`src/rtl/sync_proto_pkg.sv`:
```
// Shared definitions for the Xike sync pulse-train protocol (encoder and decoder).
package sync_proto_pkg;

    // Seconds field width and default timing, in 100 MHz clock cycles.
    localparam int SYNC_SEC_W      = 12;
    localparam int SYNC_CNT_W      = 20;
    localparam int SYNC_START_MIN  = 700000;   // 7 ms
    localparam int SYNC_START_MAX  = 900000;   // 9 ms
    localparam int SYNC_BIT_MIN    = 50000;    // 0.5 ms
    localparam int SYNC_BIT_THRESH = 200000;   // 2 ms: '0' is 1 ms, '1' is 3 ms
    localparam int SYNC_BIT_MAX    = 400000;   // 4 ms
    localparam int SYNC_TIMEOUT    = 1000000;  // 10 ms low gap

    typedef enum logic [2:0] {
        IDLE,
        START_HI,
        WAIT_BIT,
        BIT_HI,
        DONE
    } sync_state_e;

endpackage

```
`src/rtl/bcs_sync_decoder_if.sv`:
```
// Pin side and decoded-result side of the sync decoder.
interface bcs_sync_decoder_if
    import sync_proto_pkg::*;
#(
    parameter int SEC_W = SYNC_SEC_W
);
    logic             sync_in;      // raw pin, asynchronous
    logic [31:0]      frame_No;     // local frame counter
    logic [SEC_W-1:0] sec_out;
    logic             sec_vld;
    logic [31:0]      frame_No_at;
    logic             frame_err;
    logic             seq_err;
    logic [15:0]      ok_cnt;
    logic [15:0]      err_cnt;

    // Source of the pulse train and frame counter, consumer of results.
    modport master (
        output sync_in, frame_No,
        input  sec_out, sec_vld, frame_No_at, frame_err, seq_err, ok_cnt, err_cnt
    );

    // The decoder itself.
    modport slave (
        input  sync_in, frame_No,
        output sec_out, sec_vld, frame_No_at, frame_err, seq_err, ok_cnt, err_cnt
    );
endinterface

```
`src/rtl/sync_edge_det.sv`:
```
// Two-flop synchronizer for the sync pin plus a delay flop for edge detection.
// A pin edge shows up as a one-cycle rise/fall pulse in the third cycle.
module sync_edge_det (
    input  logic clk,
    input  logic rst,
    input  logic din_i,
    output logic rise_o,
    output logic fall_o
);
    // [0],[1] synchronizer, [2] previous synchronized level
    logic [2:0] sync_q;

    // Shift the pin through the synchronizer and delay stage.
    always_ff @(posedge clk) begin
        if (rst) begin
            sync_q <= '0;
        end else begin
            sync_q <= {sync_q[1:0], din_i};
        end
    end

    assign rise_o =  sync_q[1] & ~sync_q[2];
    assign fall_o = ~sync_q[1] &  sync_q[2];

endmodule

```
`src/rtl/bcs_sync_decoder.sv`:
```
// Sync pulse-train receiver: measures pulse/gap widths, decodes the seconds
// field MSB first, checks frame-to-frame sequence and keeps good/error counts.
module bcs_sync_decoder
    import sync_proto_pkg::*;
#(
    parameter int SEC_W      = SYNC_SEC_W,
    parameter int CNT_W      = SYNC_CNT_W,
    parameter int START_MIN  = SYNC_START_MIN,
    parameter int START_MAX  = SYNC_START_MAX,
    parameter int BIT_MIN    = SYNC_BIT_MIN,
    parameter int BIT_THRESH = SYNC_BIT_THRESH,
    parameter int BIT_MAX    = SYNC_BIT_MAX,
    parameter int TIMEOUT    = SYNC_TIMEOUT
) (
    input  logic              clk,
    input  logic              rst,
    bcs_sync_decoder_if.slave bus
);
    localparam int IDX_W = $clog2(SEC_W + 1);

    localparam logic [CNT_W-1:0] START_MIN_C  = CNT_W'(START_MIN);
    localparam logic [CNT_W-1:0] START_MAX_C  = CNT_W'(START_MAX);
    localparam logic [CNT_W-1:0] BIT_MIN_C    = CNT_W'(BIT_MIN);
    localparam logic [CNT_W-1:0] BIT_THRESH_C = CNT_W'(BIT_THRESH);
    localparam logic [CNT_W-1:0] BIT_MAX_C    = CNT_W'(BIT_MAX);
    localparam logic [CNT_W-1:0] TIMEOUT_C    = CNT_W'(TIMEOUT);
    localparam logic [IDX_W-1:0] LAST_IDX     = IDX_W'(SEC_W - 1);

    logic sync_rise;
    logic sync_fall;

    sync_state_e      state_q, state_d;
    logic [CNT_W-1:0] cnt_q;
    logic [SEC_W-1:0] shift_q;
    logic [IDX_W-1:0] bit_idx_q;
    logic [31:0]      start_fn_q;
    logic             have_prev_q;
    logic [SEC_W-1:0] last_q;
    logic [SEC_W-1:0] last_inc;

    logic [SEC_W-1:0] sec_out_q;
    logic             sec_vld_q;
    logic [31:0]      frame_no_at_q;
    logic             frame_err_q;
    logic             seq_err_q;
    logic [15:0]      ok_cnt_q;
    logic [15:0]      err_cnt_q;

    // FSM control strobes
    logic cap_fn;
    logic idx_clr;
    logic shift_en;
    logic done;
    logic err;

    sync_edge_det u_edge (
        .clk    (clk),
        .rst    (rst),
        .din_i  (bus.sync_in),
        .rise_o (sync_rise),
        .fall_o (sync_fall)
    );

    // Width of the current level; restarts on every edge, sticks at all-ones.
    always_ff @(posedge clk) begin
        if (rst) begin
            cnt_q <= '0;
        end else if (sync_rise || sync_fall) begin
            cnt_q <= '0;
        end else if (cnt_q != '1) begin
            cnt_q <= cnt_q + CNT_W'(1);
        end
    end

    // State register.
    always_ff @(posedge clk) begin
        if (rst) begin
            state_q <= IDLE;
        end else begin
            state_q <= state_d;
        end
    end

    // Next-state logic. Over-width and timeout checks take priority over a
    // coincident edge, so a fall at max+1 or a rise at TIMEOUT is an error.
    always_comb begin
        state_d = state_q;
        unique case (state_q)
            IDLE: begin
                if (sync_rise) state_d = START_HI;
            end
            START_HI: begin
                if (cnt_q > START_MAX_C) begin
                    state_d = IDLE;
                end else if (sync_fall) begin
                    state_d = (cnt_q >= START_MIN_C) ? WAIT_BIT : IDLE;
                end
            end
            WAIT_BIT: begin
                if (cnt_q == TIMEOUT_C) begin
                    state_d = IDLE;
                end else if (sync_rise) begin
                    state_d = BIT_HI;
                end
            end
            BIT_HI: begin
                if (cnt_q > BIT_MAX_C) begin
                    state_d = IDLE;
                end else if (sync_fall) begin
                    if (cnt_q < BIT_MIN_C)         state_d = IDLE;
                    else if (bit_idx_q == LAST_IDX) state_d = DONE;
                    else                            state_d = WAIT_BIT;
                end
            end
            DONE:    state_d = IDLE;
            default: state_d = IDLE;
        endcase
    end

    // Control strobes for the datapath. A short start pulse is dropped
    // silently as a glitch; only over-long pulses and timeouts raise err.
    always_comb begin
        cap_fn   = 1'b0;
        idx_clr  = 1'b0;
        shift_en = 1'b0;
        done     = 1'b0;
        err      = 1'b0;
        unique case (state_q)
            IDLE: cap_fn = sync_rise;
            START_HI: begin
                err     = cnt_q > START_MAX_C;
                idx_clr = !err && sync_fall && (cnt_q >= START_MIN_C);
            end
            WAIT_BIT: err = cnt_q == TIMEOUT_C;
            BIT_HI: begin
                err      = (cnt_q > BIT_MAX_C) || (sync_fall && (cnt_q < BIT_MIN_C));
                shift_en = !err && sync_fall;
            end
            DONE:    done = 1'b1;
            default: ;
        endcase
    end

    assign last_inc = last_q + SEC_W'(1);

    // Frame datapath: capture frame_No, shift in bits, publish on DONE.
    always_ff @(posedge clk) begin
        if (rst) begin
            shift_q       <= '0;
            bit_idx_q     <= '0;
            start_fn_q    <= '0;
            have_prev_q   <= 1'b0;
            last_q        <= '0;
            sec_out_q     <= '0;
            sec_vld_q     <= 1'b0;
            frame_no_at_q <= '0;
            frame_err_q   <= 1'b0;
            seq_err_q     <= 1'b0;
            ok_cnt_q      <= '0;
            err_cnt_q     <= '0;
        end else begin
            if (cap_fn) start_fn_q <= bus.frame_No;
            if (idx_clr) begin
                bit_idx_q <= '0;
                shift_q   <= '0;
            end
            if (shift_en) begin
                shift_q   <= {shift_q[SEC_W-2:0], (cnt_q >= BIT_THRESH_C)};
                bit_idx_q <= bit_idx_q + IDX_W'(1);
            end
            sec_vld_q   <= done;
            frame_err_q <= err;
            seq_err_q   <= done && have_prev_q && (shift_q != last_inc);
            if (done) begin
                sec_out_q     <= shift_q;
                frame_no_at_q <= start_fn_q;
                ok_cnt_q      <= ok_cnt_q + 16'd1;
                have_prev_q   <= 1'b1;
                last_q        <= shift_q;
            end
            if (err) err_cnt_q <= err_cnt_q + 16'd1;
        end
    end

    assign bus.sec_out     = sec_out_q;
    assign bus.sec_vld     = sec_vld_q;
    assign bus.frame_No_at = frame_no_at_q;
    assign bus.frame_err   = frame_err_q;
    assign bus.seq_err     = seq_err_q;
    assign bus.ok_cnt      = ok_cnt_q;
    assign bus.err_cnt     = err_cnt_q;

endmodule

```
`src/flat_wrapper.sv`:
```
// flat-port wrapper written by rule: the top's interface ports become plain ports
module bcs_sync_decoder_flat import sync_proto_pkg::*;
#(
    parameter int SEC_W      = SYNC_SEC_W,
    parameter int CNT_W      = SYNC_CNT_W,
    parameter int START_MIN  = SYNC_START_MIN,
    parameter int START_MAX  = SYNC_START_MAX,
    parameter int BIT_MIN    = SYNC_BIT_MIN,
    parameter int BIT_THRESH = SYNC_BIT_THRESH,
    parameter int BIT_MAX    = SYNC_BIT_MAX,
    parameter int TIMEOUT    = SYNC_TIMEOUT
)
  (clk, rst, bus_sync_in, bus_frame_No, bus_sec_out, bus_sec_vld, bus_frame_No_at, bus_frame_err, bus_seq_err, bus_ok_cnt, bus_err_cnt);
  bcs_sync_decoder_if #(.SEC_W(SEC_W)) bus_i ();
  input  logic clk;
  input  logic rst;
  input wire logic [$bits(bus_i.sync_in)-1:0] bus_sync_in;
  input wire logic [$bits(bus_i.frame_No)-1:0] bus_frame_No;
  output wire logic [$bits(bus_i.sec_out)-1:0] bus_sec_out;
  output wire logic [$bits(bus_i.sec_vld)-1:0] bus_sec_vld;
  output wire logic [$bits(bus_i.frame_No_at)-1:0] bus_frame_No_at;
  output wire logic [$bits(bus_i.frame_err)-1:0] bus_frame_err;
  output wire logic [$bits(bus_i.seq_err)-1:0] bus_seq_err;
  output wire logic [$bits(bus_i.ok_cnt)-1:0] bus_ok_cnt;
  output wire logic [$bits(bus_i.err_cnt)-1:0] bus_err_cnt;
  assign bus_i.sync_in = bus_sync_in;
  assign bus_i.frame_No = bus_frame_No;
  assign bus_sec_out = bus_i.sec_out;
  assign bus_sec_vld = bus_i.sec_vld;
  assign bus_frame_No_at = bus_i.frame_No_at;
  assign bus_frame_err = bus_i.frame_err;
  assign bus_seq_err = bus_i.seq_err;
  assign bus_ok_cnt = bus_i.ok_cnt;
  assign bus_err_cnt = bus_i.err_cnt;
  bcs_sync_decoder #(.SEC_W(SEC_W), .CNT_W(CNT_W), .START_MIN(START_MIN), .START_MAX(START_MAX), .BIT_MIN(BIT_MIN), .BIT_THRESH(BIT_THRESH), .BIT_MAX(BIT_MAX), .TIMEOUT(TIMEOUT)) u_core (.clk(clk), .rst(rst), .bus(bus_i));
endmodule
```
`config.mk`:
```
export PLATFORM = sky130hd
export DESIGN_NAME = bcs_sync_decoder_flat
export DESIGN_NICKNAME = d
export VERILOG_FILES = /design/src/rtl/sync_proto_pkg.sv /design/src/rtl/bcs_sync_decoder_if.sv /design/src/rtl/sync_edge_det.sv /design/src/rtl/bcs_sync_decoder.sv /design/src/flat_wrapper.sv
export SDC_FILE = /design/constraint.sdc
export NUM_CORES = 1
export LEC_CHECK = 0
export CELL_PAD_IN_SITES_DETAIL_PLACEMENT = 0
export CELL_PAD_IN_SITES_GLOBAL_PLACEMENT = 1
export CORE_ASPECT_RATIO = 0.5
export CORE_MARGIN = 3
export CORE_UTILIZATION = 41
export CTS_BUF_LIST = sky130_fd_sc_hd__clkbuf_2
export CTS_CLUSTER_SIZE = 10
export DETAILED_ROUTE_END_ITERATION = 12
export PLACE_DENSITY = 0.86
export SYNTH_ARGS = -nofsm -noshare
export SYNTH_HDL_FRONTEND = slang
export SYNTH_SLANG_ARGS = --single-unit
```
`constraint.sdc`:
```
create_clock -name clk -period 2.55 [get_ports clk]
set_clock_uncertainty 0.15 [all_clocks]
set_input_delay 0.51 -clock clk [delete_from_list [all_inputs] [get_ports clk]]
set_output_delay 0.51 -clock clk [all_outputs]
set_load 0.02 [all_outputs]
```
* Yosys cells after proc, flatten, opt, wreduce, memory -nomap -nowiden
Index checks and enable logic that the tools add are counted.
** Storage, ports and cells
- Register bits after elaboration :: 154
- Input port bits :: 35
** Operators by class
- Magnitude comparators :: 5
- Add/sub/neg operators :: 5
- Bitwise logic cells :: 4
- Reduce and logical (&&, ||, !) cells :: 14
- Equality and inequality tests :: 12
- Multiplexer cells :: 20
** Operators with widths (number)
- 16-bit by 1-bit adder with 16-bit output, second input constant :: 2
- 3-bit 2-to-1 mux :: 9
- 12-bit 2-to-1 mux :: 2
- 20-bit by 1-bit adder with 20-bit output, second input constant :: 1
- 20-bit == test, second input constant :: 1
- 20-bit by 18-bit greater-or-equal comparator with 1-bit output, second input constant :: 1
- 20-bit greater-or-equal comparator, second input constant :: 1
- 20-bit by 19-bit greater-than comparator with 1-bit output, second input constant :: 1
- 20-bit greater-than comparator, second input constant :: 1
- 20-bit by 16-bit less-than comparator with 1-bit output, second input constant :: 1
- 20-bit != test, second input constant :: 1
- 12-bit by 1-bit adder with 12-bit output, second input constant :: 1
- 12-bit != test :: 1
- 3-bit one-hot mux with 4 select lines :: 1
- 3-bit by 1-bit != test with 1-bit output, second input constant :: 3
- 4-bit 2-to-1 mux :: 2
- 3-bit by 2-bit == test with 1-bit output, second input constant :: 2
- 1-bit logical AND :: 6
- 4-bit by 1-bit adder with 4-bit output, second input constant :: 1
- 4-bit == test, second input constant :: 1
- 1-bit 2-to-1 mux :: 4
- 4-bit AND reduction :: 1
- 3-bit by 1-bit == test with 1-bit output, second input constant :: 1
- 3-bit == test, second input constant :: 1
- other kinds (10) :: 14

* Logic depth before layout (Yosys ltp)
- Depth after elaboration :: 8
- Depth in mapped cells :: 9
- Depth with buffers taken out :: 8

* Modules after synthesis
Synthesis repeated with hierarchy kept, for this count alone.
** Unflattened totals
- Cell total of the unflattened synthesis :: 827
- Area, all modules :: 6777.8 sq um
** Modules (own cells, without submodules)
- bcs_sync_decoder :: area each 6686.4 sq um, times used 1, cells each 819, sequential area each 3022.9 sq um
- sync_edge_det :: area each 91.3 sq um, times used 1, cells each 8, sequential area each 60.1 sq um

* Worst setup path before layout
No wires, ideal clock.
- Path kind :: register to register
- Start :: register u_core.cnt_q[0]
- End :: register u_core.err_cnt_q[2], in the netlist u_core.bus.err_cnt[2]
- Data arrival time :: 2018 ps
- Library setup time :: 121 ps
- Required time :: 2279 ps
- Path buffers :: 0
- Path slack :: 261 ps
- Cell stages (with the launch flop) :: 9
- Path through :: dfxtp_1 -> inv_1 -> ha_1 -> nor4b_4 -> and4b_1 -> o2111ai_2 -> o2111a_2 -> o211ai_1 -> mux2_2
** Between the ends
- Word-level cells in the longest chain between the ends :: 4
- Elaborated cells on any way between the ends :: 7
- Those cells by class :: order compare: 3; eq/ne: 1; mux: 1; reduce/logical: 2
** RTL lines
- from (decl) :: line bcs_sync_decoder.sv:33 : logic [CNT_W-1:0] cnt_q;
- from (signal assigned) :: line bcs_sync_decoder.sv:71 : cnt_q <= cnt_q + CNT_W'(1);
- 20-bit by 16-bit less-than comparator with 1-bit output :: line bcs_sync_decoder.sv:136 : err = (cnt_q > BIT_MAX_C) || (sync_fall && (cnt_q < BIT_MIN_C));
- 1-bit logical AND :: line bcs_sync_decoder.sv:136
- 1-bit logical OR :: line bcs_sync_decoder.sv:136
- 1-bit one-hot mux with 3 select lines (*) :: line bcs_sync_decoder.sv:128 : unique case (state_q)
- to (signal assigned) :: line bcs_sync_decoder.sv:181 : if (err) err_cnt_q <= err_cnt_q + 16'd1;
- to (decl) :: line bcs_sync_decoder.sv:47 : logic [15:0] err_cnt_q;
Mark *: on every way between the ends. The rest lies on a longest branch, timed or not.
A chain may end at the register's enable or synchronous reset.

* Final worst setup path
- Start :: register u_core.cnt_q[6]
- End :: register u_core.bit_idx_q[3]
** Between the ends
- Word-level cells in the longest chain between the ends :: 7
- Elaborated cells on any way between the ends :: 15
- Those cells by class :: order compare: 4; mux: 3; reduce/logical: 8
** RTL lines
- 20-bit by 16-bit less-than comparator with 1-bit output :: line bcs_sync_decoder.sv:136
- 1-bit logical AND :: line bcs_sync_decoder.sv:136
- 1-bit logical OR :: line bcs_sync_decoder.sv:136
- 1-bit zero test :: line bcs_sync_decoder.sv:137 : shift_en = !err && sync_fall;
- 1-bit logical AND :: line bcs_sync_decoder.sv:137
- 1-bit 2-to-1 mux :: line bcs_sync_decoder.sv:128
- 4-bit 2-to-1 mux or 2-bit nonzero test (tied branches)
- to (signal assigned) :: line bcs_sync_decoder.sv:169 : bit_idx_q <= bit_idx_q + IDX_W'(1);
- to (decl) :: line bcs_sync_decoder.sv:35 : logic [IDX_W-1:0] bit_idx_q;
Parallel ways exist; a longest one is shown, timed or not.

==> metrics.yaml <==
run_status:
  status: "finished clean"
cts:
  cts_made_buffers: 17
  clk-insertion-delay-late_ns: 0.70
  cts-root-buf: "clkbuf_2"
  h-tree-depth: 4
  cts_tree: "yes"
  clkSlewWorstSetupHoldPaths_ns: 0.29
  cts.sinks: 154
  cts_buffer_depth: 2
floorplanning:
  die-width_um: 191
  dieHeight_um: 98.6
  coreArea_um2: 16600
  die_area_um2: 18900
  ioPinCount: 114
  num_rows: 33
  start_util_pct: 42.4
yosys:
  yosys.cell_types.count: 59
  ys_ff_latch: 154
  ys_warn_count: 0
  ys.flop_type: "dfxtp_1"
  syn_area_per_cell_um2: 8.07
  synth_top_area_share_pct: 43.9
  synthTopCellsByArea: "dfxtp_1, nand2_1, a21oi_1"
  ys_seq_area_share_pct: 43.9
  synth-async-reset-ratio_pct: 0
  syn-instance-count: 871
  synth.cell_area_um2: 7030
  syn_nets: 914
  synth_edf_count: 0
  synth_area_leader_cell: "dfxtp_1"
power_and_ir_drop:
  peakVddDrop_uv: 226
  swShare_pct: 29.8
  power_mw: 4.12
  p_int_mw: 2.89
  pwr-share-seq_pct: 59.9
  pwr-share-clk_pct: 34.3
  power.switching_mw: 1.23
  p_comb_share_pct: 5.8
  leakagePower_nw: 3.38
  powerDensity_nw_per_um2: 464
worst_setup_path:
  crit_buf_inv: 2
  crit_chain: "o21ai_0 > a211oi_1 > buf_4 > nor2_1 > nor2b_1 > a221oi_4 > buf_4 > a211o_1"
  cp_max_fo: 8
  crit_family: "compound AO/OA/AOI/OAI gates"
  cp-end-kind: "register"
  crit_end: "u_core.bit_idx_q[3]"
  rrSetupSlack_ns: 0.1
  required_ns: 3.00
  crit_arrival_ns: 2.90
  r2r_cells: 8
  cp-startpoint: "u_core.cnt_q[6]"
  regToRegStartpoint: "u_core.cnt_q[6]"
  worst_path_largest_cell_delay_ns: 0.53
  start_kind: "register"
  slowest_stage: "dfxtp_1"
  crit_path_frequent_cell: "buf_4"
  worstSetupPathType: "reg2reg"
  worst_r2r_endpoint: "u_core.bit_idx_q[3]"
  cp.depth: 8
placement:
  portBuffers: 113
  hpwl_um: 11700
  placed_cell_area_um2: 8430
  dp_slack_ns: -0.130
  place_inst: 1182
  place_congestion: 0.905
timing:
  tightest_slew_ns: 0.674
  timing.final.crit_share_pct: 96.2
  fin_hold_ws_ns: 0.107
  hold_viol: 0
  setup-tns-final_ns: 0
  period_needed_ns: 2.45
  timing.fmax_ghz: 0.408
  setup_ws_ns: 0.0977
  slew_violations: 0
  maxSlewHeadroom_pct: 55.1
  setup_viol: 0
drt:
  routedWlPerCell_um: 14.4
  detail-route-antenna-nets: 0
  initialDrtViolationCount: 342
  viasPerCell: 5.33
  dr.pass1.iters: 5
  drc: 0
  drt-total-wl_um: 17600
  via_count: 6494
finish:
  fin_cells: 1219
  fill_cells: 1589
  syn_to_final_growth_pct: 26.1
  nets: 1021
  fin_area_um2: 8860
  drive_above_1_share_pct: 12.3
  utilization_pct: 53.4
global_routing:
  grt_overflow: 0
  antenna_found_initial: 1
  grt_use_total_pct: 18.3
  grt_pass1_wl_um: 29000
  grt_pass1_vias: 6006
  grt_max_degree: 99
hold_path:
  hold_path_depth: 2
  hp-class: "in2reg"
run:
  maxCapViolCount: 0
==> worst min path at each step <==
| stage | startpoint | to | slack (ns) |
|---|---|---|---|
| 5_1_grt | rst | u_core.last_q[4] | 0.04 |
| 3_3_place_gp | u_core.u_edge.sync_q[0] | u_core.u_edge.sync_q[1] | 0.28 |
| 2_1_floorplan | u_core.have_prev_q | u_core.bus.seq_err | 0.26 |
| 3_5_place_dp | u_core.u_edge.sync_q[0] | u_core.u_edge.sync_q[1] | 0.28 |
| 4_1_cts | rst | u_core.last_q[3] | 0.01 |
| 6_report | rst | u_core.last_q[3] | 0.11 |
==> power groups by stage <==
stage / logic (mW) / clock network, mW / registers, mW
floorplan: 0.126 / 0 / 2.51
global placement: 0.228 / 0 / 2.51
detailed placement: 0.229 / 0 / 2.51
CTS: 0.231 / 1.47 / 2.47
global route: 0.262 / 1.56 / 2.47
finish: 0.238 / 1.41 / 2.47
==> routing by layer <==
metal  vias to the layer above  wire length, um  track usage [%]
met4                         0              178             4.39
met1                      3076             8480             24.6
met2                       156             8060             30.5
met3                        19              866             3.77
li1                       3243                -                -
met5                         -                0                0
==> cell usage in the layout, fill, tap and decap left out, types with 8 or more instances in the layout <==
cell type	count
a21oi_1	98
a22o_1	13
a31oi_1	10
and2_1	9
and3_1	13
and4_1	9
buf_4	35
clkbuf_2	17
clkdlybuf4s50_1	90
dfxtp_1	125
dfxtp_2	28
dlymetal6s2s_1	18
ha_1	8
inv_1	11
nand2_1	210
nand2b_1	10
nand3_1	22
nand4_1	20
nor2_1	53
nor3_1	12
nor4_1	13
o21ai_0	11
xnor2_1	24
xor2_1	21
==> kinds of logic (layout without fill, tap and decap cells) <==
logic type,count (synthesis),after routing,share of synthesized area (%)
compound gates,171,172,15.3
xor+xnor,45,45,5.61
fa+ha+maj,8,8,1.42
buf+inv,73,192,4.56
flops,154,154,43.9
mux,9,9,1.35
other cells,0,1,0
simple gates,411,411,28.0
==> cell usage after synthesis, types with 10 or more instances <==
library cell and count:
buf_2 10, nand4_1 20, a31oi_1 10, nor4_1 15, dfxtp_1 154, a21oi_1 98
and3_1 13, nand3_1 22, xor2_1 21, xnor2_1 24, a22o_1 13, nand2b_1 10
nor2_1 55, o21ai_0 12, inv_1 12, nor3_1 12, clkbuf_1 40, nand2_1 210
==> flip-flops by register name (all words and copies together), names as in the netlist <==
| name | flops |
|---|---|
| u_core.bus.frame_No_at | 32 |
| u_core.start_fn_q | 32 |
| u_core.cnt_q | 20 |
| u_core.bus.err_cnt | 16 |
| u_core.bus.ok_cnt | 16 |
| u_core.last_q | 12 |
| u_core.shift_q | 12 |
| u_core.bit_idx_q | 4 |
| u_core.state_q | 3 |
| u_core.u_edge.sync_q | 3 |
| u_core.bus.frame_err | 1 |
| u_core.bus.sec_vld | 1 |
| u_core.bus.seq_err | 1 |
| u_core.have_prev_q | 1 |
==> layout make-up <==
type | instances | area [um^2] | share of cell area, %
clock buffer | 17 | 85.1 | 0.960
multi-input combinational | 645 | 3710 | 41.8
timing repair buffer | 148 | 1440 | 16.3
antenna | 1 | 2.50 | 0.0282
inverter | 12 | 45.0 | 0.508
tap | 227 | 284 | 3.20
clock inverter | 15 | 173 | 1.95
sequential | 154 | 3120 | 35.2
==> timing repair <==
action / 4_1_cts / 5_1_grt
pin swaps: 1 / 8
buffers inserted: 0 / 3
endpoints found under the setup margin: 36 / 55
hold buffers: 0 / 0
gates cloned: 0 / 1
hold endpoints to repair: 0 / 0
gates resized for setup: 22 / 41
Note: power is estimated with default switching activity, not from simulation.
==> patch 1, RTL diff (same flow settings) <==
Encoding of `sync_state_e`: now one-hot (5 bits for 5 states).
--- a/src/rtl/sync_proto_pkg.sv
+++ b/src/rtl/sync_proto_pkg.sv
@@ -11,12 +11,12 @@
     localparam int SYNC_BIT_MAX    = 400000;   // 4 ms
     localparam int SYNC_TIMEOUT    = 1000000;  // 10 ms low gap
 
-    typedef enum logic [2:0] {
-        IDLE,
-        START_HI,
-        WAIT_BIT,
-        BIT_HI,
-        DONE
+    typedef enum logic [4:0] {
+        IDLE     = 5'b00001,
+        START_HI = 5'b00010,
+        WAIT_BIT = 5'b00100,
+        BIT_HI   = 5'b01000,
+        DONE     = 5'b10000
     } sync_state_e;
 
 endpackage
Behaviour: no difference found for any inputs over 10 cycles, from zero or initial values and one cycle with rst high; not proved beyond that.
==> patch 1 against the original RTL <==
The run now ends with setup timing left; non-clock buffer count rose by 32; count of clock-buffer cells in the layout up 1; area after synthesis fell by 3.2%; total power grew 5.5%; worst hold slack gained 0.038 ns; wire length increased by 2.3%; worst setup slack worse by 0.44 ns; clock power up 17%; first-iteration DRC count down 3.8%; via count shrank 2.2%; sequential cell count up 2; design area increased by 3.4%.
==> patch 1: results (changes against the original RTL) <==
status finished with violations; failing checks setup timing; RePlAce Congestion 0.900 (-0.57%); vias 6,354 (-2.2%); multi-input combinational area share 0.402 (-0.0161); final core occ 0.580 (+0.0455); final setup fails 36 (+36); Worst Hold Endpoint u_core.last_q[6]; GRT Total Usage 0.191 (+0.00782); Buffers excl. clock 180 (+22%); # nets final 1,038 (+1.7%); first-pass GRT wire length 29,000 um (about the same); reg2reg start u_core.cnt_q[1]; Synth Net Count 895 (-2.1%); Reg clk slew, reported paths 0.26 ns (-0.03 ns); Area growth, synth to finish 34.7%; crit path DAT 3.40 ns (+0.50 ns); sequential fraction of the synthesis area 0.459 (+0.0204); leakage 3.43 nW (+1.7%); signal buffers share of area 0.186 (+0.0230); layout cells sized above 1 0.166 (+0.0426); sequential cell area share 0.344 (-0.00776); Final WS setup -0.346 ns (-0.444 ns); non-clock inverter count 10 (-2); cells after synthesis 852 (-2.2%); R2R depth 9 (+1); top-area cell type share of the netlist area 0.459 (+0.0204); critical path's slowest cell or4b_1; DP Area 8440 um2 (+0.19%); Netlist cell types 54 (-8.5%); 1st-iter DRT viols 329 (-3.8%); vias in the first global route 5,951 (-0.92%); RR Endpoint u_core.bus.err_cnt[9]; HPWL Detailed 11,900 um (+1.6%); Layout clock area frac 0.0328 (+0.00368)
## patch 1: per-layer routing
metal / global-route usage / part of all wire / up-vias
li1: - / - / 3204
met1: 0.250 / 0.48 / 3001
met2: 0.315 / 0.46 / 125
met3: 0.0479 / 0.047 / 24
met4: 0.0536 / 0.015 / 0
met5: 0 / 0 / -
## patch 1: worst max path at each step
stage	start	end	slack (ns)	cells past startpoint
floorplan	u_core.cnt_q[0]	u_core.bus.err_cnt[14]	-0.24	10
global placement	u_core.cnt_q[0]	u_core.bus.err_cnt[7]	-0.27	9
detailed placement	u_core.cnt_q[0]	u_core.bus.err_cnt[9]	-0.35	9
CTS	u_core.cnt_q[0]	u_core.bus.err_cnt[3]	-0.35	10
global route	u_core.cnt_q[1]	u_core.bus.err_cnt[3]	-0.43	10
finish	u_core.cnt_q[1]	u_core.bus.err_cnt[9]	-0.35	9
## patch 1: cell families (layout without fill, tap and decap cells)
kind of cell	Yosys count	in the layout	share of synthesized area
fa+ha+maj	8	8	0.0147
other cells	0	1	0
buf+inv	67	222	0.0401
simple gates	391	391	0.263
xor+xnor	49	49	0.0631
mux	4	4	0.00588
compound gates	177	178	0.154
flops	156	156	0.459
## patch 1: where the power goes
part           total (mW)  internal [mW]  switching [mW]
clock                1.65          0.678           0.972
combinational       0.209         0.0995           0.110
sequential           2.48           2.47          0.0149
## patch 1: what timing repair did
| action | in CTS | in global routing |
|---|---|---|
| endpoints found under the hold margin | 0 | 0 |
| gates cloned | 1 | 1 |
| resized for setup | 32 | 62 |
| pin swaps | 25 | 12 |
| setup endpoints to repair | 46 | 128 |
| setup buffers | 7 | 2 |
==> patch 2, RTL diff (same flow settings) <==
Without the edit above. Change the package constant `SYNC_CNT_W` from 20 to 30.
--- a/src/rtl/sync_proto_pkg.sv
+++ b/src/rtl/sync_proto_pkg.sv
@@ -3,7 +3,7 @@
 
     // Seconds field width and default timing, in 100 MHz clock cycles.
     localparam int SYNC_SEC_W      = 12;
-    localparam int SYNC_CNT_W      = 20;
+    localparam int SYNC_CNT_W      = 30;
     localparam int SYNC_START_MIN  = 700000;   // 7 ms
     localparam int SYNC_START_MAX  = 900000;   // 9 ms
     localparam int SYNC_BIT_MIN    = 50000;    // 0.5 ms
Check against the original RTL: same outputs for any inputs over 10 cycles, from zero or initial values and one cycle with rst high; that may be too few to reach the edited logic, so the function may still have changed.
==> patch 2 against the original RTL <==
The run now ends with setup timing left; global-route usage grew 1.2 points; first-iteration DRC count grew 21%; cell count grew 8.1%; wire length grew 8.7%; design area grew 13%; sequential power grew 5%; sequential cell count grew 10; total power grew 11%; synthesized cell count grew 2.5%; worst setup slack lost 0.28 ns; area after synthesis grew 4.6%.
==> patch 2: results (changes against the original RTL) <==
final setup fails 31 (+31); Worst path top cell family by delay simple AND/OR/NAND/NOR gates; Hold Path Origin bus_frame_No[14]; Synth Net Count 936 (+2.4%); vias per inst 5.15 (-3.3%); antenna violations before repair 0 (-1); setup tns final -3.41 ns (-3.41 ns); WL/cell 14.5 um (+0.57%); worst-margin pin slew 0.704 ns (+0.0302 ns); vias in the first global route 6,423 (+6.9%); RePlAce Congestion 0.884 (-2.4%); Area contributors post-synth dfxtp_1, nand2_1, a21oi_1; status finished with violations; failing checks setup timing; antenna cells 0 (-1); Place WS -0.431 ns (-0.301 ns); # nets final 1,121 (+9.8%); critical path's slowest cell or4b_4; HPWL Detailed 13,100 um (+12%); GRT Total Usage 0.195 (+0.0115); clk_lat worst skew 0.74 ns (+0.04 ns); sequential fraction of the synthesis area 0.446 (+0.00775); Post-synth top cells nand2_1, dfxtp_1, a21oi_1, nor2_1, xor2_1; first-pass GRT wire length 31,800 um (+9.6%); Final WS setup -0.185 ns (-0.283 ns); Reg clk slew, reported paths 0.25 ns (-0.04 ns)
-- patch 2: cell types whose count changed in the layout (fill, tap and decap cells not counted), moves of 16 or more --
cell / delta
nor2_1: +25
nand2_1: -16
dfxtp_1: +21
buf_4: +62
clkdlybuf4s50_1: -16
xor2_1: +16
-- patch 2: final timing paths --
path | end | slack [ns] | cells past startpoint
max | u_core.bus.err_cnt[1] | -0.19 | 8
max reg2reg | u_core.bus.err_cnt[1] | -0.19 | 8
min | u_core.start_fn_q[14] | 0.14 | 3
min reg2reg | u_core.bus.frame_No_at[15] | 0.29 | 2
-- patch 2: tightest hold or removal path: stages --
cell and delay, ns:
clkdlybuf4s50_1 0.39, nand2_1 0.06, a21oi_1 0.05
-- patch 2: metrics by stage --
step                      cell area, um2  instances  utilization  hold slack (ns)
final                              10100       1318        0.592            0.142
after global routing               10100       1318        0.592           0.0643
after CTS                           9860       1317        0.581           0.0767
after detailed placement            9350       1273        0.551            0.292
after global placement              9350       1273        0.551            0.280
after floorplan                     7410        893            -            0.264
-- patch 2: cell families (layout without fill, tap and decap cells) --
logic type / Yosys count / after routing / synth area share
compound gates: 167 / 167 / 0.147
mux: 12 / 12 / 0.0194
fa+ha+maj: 8 / 8 / 0.0136
buf+inv: 62 / 260 / 0.0335
simple gates: 420 / 420 / 0.268
flops: 164 / 164 / 0.446
xor+xnor: 60 / 60 / 0.0714
-- patch 2: what timing repair did --
action | in CTS | in global routing
pin swaps | 26 | 18
buffers inserted | 11 | 5
hold endpoints to repair | 13 | 0
hold buffers | 1 | 0
setup endpoints to repair | 54 | 66
resized for setup | 53 | 52
-- patch 2: final cells by class --
cell class	count	area, um2
Tap cell	227	284
Clock inverter	14	223
Sequential cell	164	3310
Multi-Input combinational cell	667	4080
Fill cell	1517	6920
Inverter	10	37.5
Clock buffer	18	90.1
Timing Repair Buffer	218	2030
-- patch 2: metal layers --
metal	share of wire	vias to the layer above	track usage	wire length (um)
met5	0	-	0	0
met4	0.0064	0	0.0405	123
met3	0.038	12	0.0431	736
met2	0.46	119	0.316	8870
met1	0.49	3203	0.269	9390
li1	-	3456	-	-
-- patch 2: power by group --
part	leakage, nW	switching, mW	internal [mW]
clock	0.179	0.980	0.767
sequential	1.33	0.0119	2.59
combinational	2.61	0.116	0.102
